`config.mk`:
```
export PLATFORM = sky130hd
export DESIGN_NAME = pipe_hazard_ctrl
export DESIGN_NICKNAME = d
export VERILOG_FILES = /design/src/rtl/pipe_hazard_ctrl.sv
export SDC_FILE = /design/constraint.sdc
export NUM_CORES = 1
export LEC_CHECK = 0
export ABC_AREA = 1
export BUFFER_PORTS_ARGS = -buffer_cell sky130_fd_sc_hd__buf_2
export CAP_MARGIN = 20
export CORE_AREA = 5 5 67 69
export CTS_CLUSTER_DIAMETER = 150
export DETAILED_ROUTE_END_ITERATION = 12
export DIE_AREA = 0 0 72 74
export PLACE_DENSITY = 0.69
export SYNTH_ARGS = -nofsm -noshare
export SYNTH_HDL_FRONTEND = slang
export SYNTH_SLANG_ARGS = --single-unit
```
`constraint.sdc`:
```
create_clock -name clk -period 2.1 [get_ports clk]
set_input_delay 0.315 -clock clk [delete_from_list [all_inputs] [get_ports clk]]
set_output_delay 0.315 -clock clk [all_outputs]
set_load 0.005 [all_outputs]
```
`src/rtl/pipe_hazard_ctrl.sv`:
```
// Pipeline hazard controller: one arbitrated stall/flush command per cycle, plus a multi-cycle MDU sequencer.
// Optional feature macro HAZARD_PERF_EN: when defined, the stall-cycle and flush counters are real counters.
module pipe_hazard_ctrl #(
  parameter int MDU_LAT = 32
) (
  input  logic        clk,
  input  logic        reset,
  input  logic        ibus_busy,
  input  logic        dbus_busy,
  input  logic [4:0]  id_rs1,
  input  logic [4:0]  id_rs2,
  input  logic        ex_load,
  input  logic [4:0]  ex_rd,
  input  logic        ex_redirect,
  input  logic        ex_mdu_start,
  input  logic        wb_trap,
  output logic [2:0]  stall,
  output logic [1:0]  flush,
  output logic        mdu_busy,
  output logic [31:0] perf_stall_cyc,
  output logic [31:0] perf_flush_cnt
);

  localparam int CW = 7;

  typedef enum logic [1:0] {IDLE, MDU_WAIT, MDU_DONE, TRAP_PEND} state_t;
  typedef enum logic [2:0] {S_NONE, S_F, S_D, S_E, S_W} stall_t;
  typedef enum logic [1:0] {F_NONE, F_D, F_M, F_W} flush_t;

  state_t        state, state_nxt;
  logic [CW-1:0] cnt, cnt_nxt, cnt_dec;
  stall_t        stall_c;
  flush_t        flush_c;
  logic          busy_c;
  logic          load_use;

  assign load_use = ex_load && (ex_rd != 5'd0) && ((ex_rd == id_rs1) || (ex_rd == id_rs2));
  assign cnt_dec  = cnt - CW'(1);

  always_ff @(posedge clk) begin
    if (reset) begin
      state <= IDLE;
      cnt   <= '0;
    end else begin
      state <= state_nxt;
      cnt   <= cnt_nxt;
    end
  end

  // The first matching branch wins; lower-priority hazards are simply not looked at.
  always_comb begin
    state_nxt = state;
    cnt_nxt   = cnt;
    stall_c   = S_NONE;
    flush_c   = F_NONE;
    busy_c    = (state == MDU_WAIT);
    if (wb_trap || state == TRAP_PEND) begin
      cnt_nxt = '0;
      if (dbus_busy) begin
        stall_c   = S_W;
        state_nxt = TRAP_PEND;
      end else begin
        flush_c   = F_W;
        state_nxt = IDLE;
      end
    end else if (dbus_busy) begin
      stall_c = S_W;
    end else if (state == MDU_WAIT) begin
      // The start cycle counts as the first of MDU_LAT busy cycles.
      stall_c = S_E;
      cnt_nxt = cnt_dec;
      if (cnt_dec == '0) state_nxt = MDU_DONE;
    end else if (state == IDLE && ex_mdu_start) begin
      stall_c   = S_E;
      busy_c    = 1'b1;
      cnt_nxt   = CW'(MDU_LAT - 1);
      state_nxt = MDU_WAIT;
    end else begin
      if (state == MDU_DONE) state_nxt = IDLE;
      if (ex_redirect)    flush_c = F_D;
      else if (load_use)  stall_c = S_D;
      else if (ibus_busy) stall_c = S_F;
    end
  end

  assign stall    = reset ? 3'd0 : stall_c;
  assign flush    = reset ? 2'd0 : flush_c;
  assign mdu_busy = reset ? 1'b0 : busy_c;

`ifdef HAZARD_PERF_EN
  always_ff @(posedge clk) begin
    if (reset) begin
      perf_stall_cyc <= '0;
      perf_flush_cnt <= '0;
    end else begin
      if (stall != 3'd0) perf_stall_cyc <= perf_stall_cyc + 32'd1;
      if (flush != 2'd0) perf_flush_cnt <= perf_flush_cnt + 32'd1;
    end
  end
`else
  assign perf_stall_cyc = 32'd0;
  assign perf_flush_cnt = 32'd0;
`endif

endmodule

```
==> impl_metrics.yaml <==
outcome:
  status: "finished, final reports clean"
timing:
  report.final.slew_viol_count: 0
  final.min_clock_period_ns: 1.78
  rsz0062_at_grt: "false"
  hold_violations: 0
  hold_ws_ns: 0.406
  timing.fmax_ghz: 0.563
  min_period_over_period: 0.846
  total_negative_slack_ns: 0
  clock_skew_ns: 0.00280
  setup_slack_ns: 0.323
  timing.final.setup_violations: 0
setup_path:
  crit_path_max_fanout: 5
  worstPathCellList: "a21oi_1 -> inv_1 -> nor2_1 -> nand2_1 -> a21oi_1 -> buf_2"
  crit_path_start_kind: "flip-flop"
  setup.worst_path.end_class: "output pin"
  max_stage_delay_ns: 0.34
  crit-reg2reg-capture: "state[0]"
  r2r-start: "cnt[0]"
  worst_path_dominant_cell_family: "simple AND/OR/NAND/NOR gates"
  data_required_time_of_the_worst_path_ns: 1.78
  critical_path.most_common_cell: "a21oi_1"
  buffers_and_inverters_on_the_worst_path: 2
  worst-r2r-cell-count: 10
  worstPathArrival_ns: 1.46
  criticalPathCategory: "reg -> out"
  critPathSlowestCell: "dfxtp_1"
  rrSetupSlack_ns: 0.48
power:
  cellLeakagePower_nw: 0.727
  pwr-share-comb: 0.347
  p_int_mw: 0.390
  swShare: 0.357
  switchingPower_mw: 0.217
  power.share.clock: 0.333
  p_total_mw: 0.607
  sequentialPowerShare: 0.320
  power.density_nw_per_um2: 473
  ir_worst_vdd_mv: 0.135
min_path:
  hold_path.class: "in -> reg"
  hold_path_end: "state[1]"
  min_delay_path_depth: 4
  hp-start: "reset"
floorplan:
  boundaryPins: 93
  initial_utilization: 0.332
  die_area_um2: 5330
  coreArea_um2: 3860
  site_row_count: 23
  width_of_the_die_um: 72
  die_h_um: 74
yosys:
  synth_cells: 197
  syn_area_um2: 1280
  postSynth.topFlopCell: "dfxtp_1"
  postSynthRegisterBits: 9
  syn_area_per_cell_um2: 6.50
  synth_async_sr_flop_share: 0
  synth_warnings: 0
  sequential_share_of_the_synthesized_area: 0.141
  synthDistinctLibCells: 25
  synth-edff-count: 0
grt:
  globalRoute.totalOverflow: 0
  antenna_violations_before_repair: 0
  maximum_number_of_pins_on_one_net_before_global_route_repair: 8
  grtUsageTotal: 0.0865
  grt_pass1_wl_mm: 3.62
  grt_pass1_vias: 919
drt:
  routed_wire_length_per_instance_um: 8.65
  number_of_nets_with_antenna_violations_after_detailed_routing: 0
  drcViolationCount: 0
  vias: 1089
  drt_iter0_drc: 10
  drt-vias-per-instance: 3.92
  drt_wl_total_mm: 2.41
  drtPass1Iterations: 4
final_layout:
  fillerInstances: 463
  multi_input_area_um2: 766
  fraction_of_final_layout_cells_with_drive_strength_greater_than_1: 0.175
  area_taken_by_flip_flops_and_latches_um2: 180
  final_cell_mix: "conb_1, buf_2, nand2_1"
  relative_area_change_from_synthesis_to_final_layout_pct: 0.293
  n_antenna_cell: 0
  layout.cells.most_common: "conb_1"
  nets: 254
clock_tree:
  cts_tree: "done"
  holdBufCountCts: 0
  buffer_count_from_post_cts_setup_fixing: 0
  resized_cells_post_cts: 0
  worst_skew_pair.late_latency_ns: 0.23
  cts.reportedPaths.clkPinSlew_ns: 0.05
  htree_num_levels: 1
  number_of_clock_sinks: 9
  cts.path.max_buffers: 2
  cts-root-buf: "clkbuf_8"
  numCtsBuffers: 3
placement:
  place.detailed.hpwl_mm: 2.14
  place_congestion: 0.772
  detailedPlace.worstSlack_ns: 0.474
  io_port_bufs: 28
run:
  maxCapViolations: 0
flip-flops by register name (all words and copies together), names as in the netlist:
register and cells:
state 2, cnt 7
how the worst max path moves through the flow:
stage,cells after the start,slack [ns],to,from
6_report,6,0.32,stall[0],state[0]
5_1_grt,6,0.13,stall[1],state[0]
4_1_cts,6,0.30,stall[0],state[0]
3_5_place_dp,7,0.47,stall[0],wb_trap
3_3_place_gp,7,0.48,stall[1],wb_trap
2_1_floorplan,10,0.63,state[0],cnt[0]
Yosys cell counts (2+ instances only):
library cell  instances  area share
nand2_2               2      0.0098
xnor2_1               3       0.021
inv_1                23       0.067
nand4_1               2      0.0098
ha_1                  2       0.020
dfxtp_1               9        0.14
nand3_1               9       0.035
nand2_1              26       0.076
nor2_1               19       0.056
o21ai_0               6       0.023
buf_4                64        0.38
a31oi_1               2      0.0098
xor2_1                6       0.041
nor2_2                5       0.024
a21oi_1               9       0.035
metal layers:
layer	GRT usage	up-vias	wire length [µm]
met1	0.0878	473	794
met4	0.0501	0	48
met2	0.153	62	1200
li1	-	550	-
met5	0	-	0
met3	0.0324	4	362
metrics by stage:
stage,utilization,cells,cell area [µm²]
finish,0.333,278,1280
global route,0.333,278,1280
floorplan,-,260,1520
detailed placement,0.321,274,1240
global placement,0.321,274,1240
CTS,0.333,278,1280
area by class of cell:
cell class / count / area share
timing repair buffer: 28 / 0.109
clock buffer: 4 / 0.0351
multi-input combinational: 163 / 0.596
inverter: 24 / 0.0702
sequential: 9 / 0.140
tap: 50 / 0.0487
cells by family (layout without fill, tap and decap cells):
logic type,count (synthesis),in the layout,share of synthesized area
other,1,64,0.00293
DFF,9,9,0.141
buffers and inverters,88,56,0.446
xor gates and xnor gates,9,9,0.0616
adders and majority gates,2,2,0.0195
AOI/OAI and AO/OA,22,22,0.104
and+or+nand+nor,66,66,0.226
power groups by stage:
stage	combinational, mW	clock [mW]	sequential [mW]
floorplan	0.237	0	0.194
global placement	0.206	0	0.197
detailed placement	0.208	0	0.197
CTS	0.209	0.209	0.194
global route	0.244	0.223	0.196
finish	0.210	0.202	0.194
worst reg2reg max path: stages, from the launching register on:
cell and delay [ns]:
dfxtp_1 0.39, inv_1 0.12, ha_1 0.28, xnor2_1 0.20, nand3_1 0.11, nor2_1 0.09
nand3_1 0.09, nand2_2 0.08, nand3_1 0.07, nand2_1 0.08, nor2_2 0.03
(Power assumes the default switching activity.)
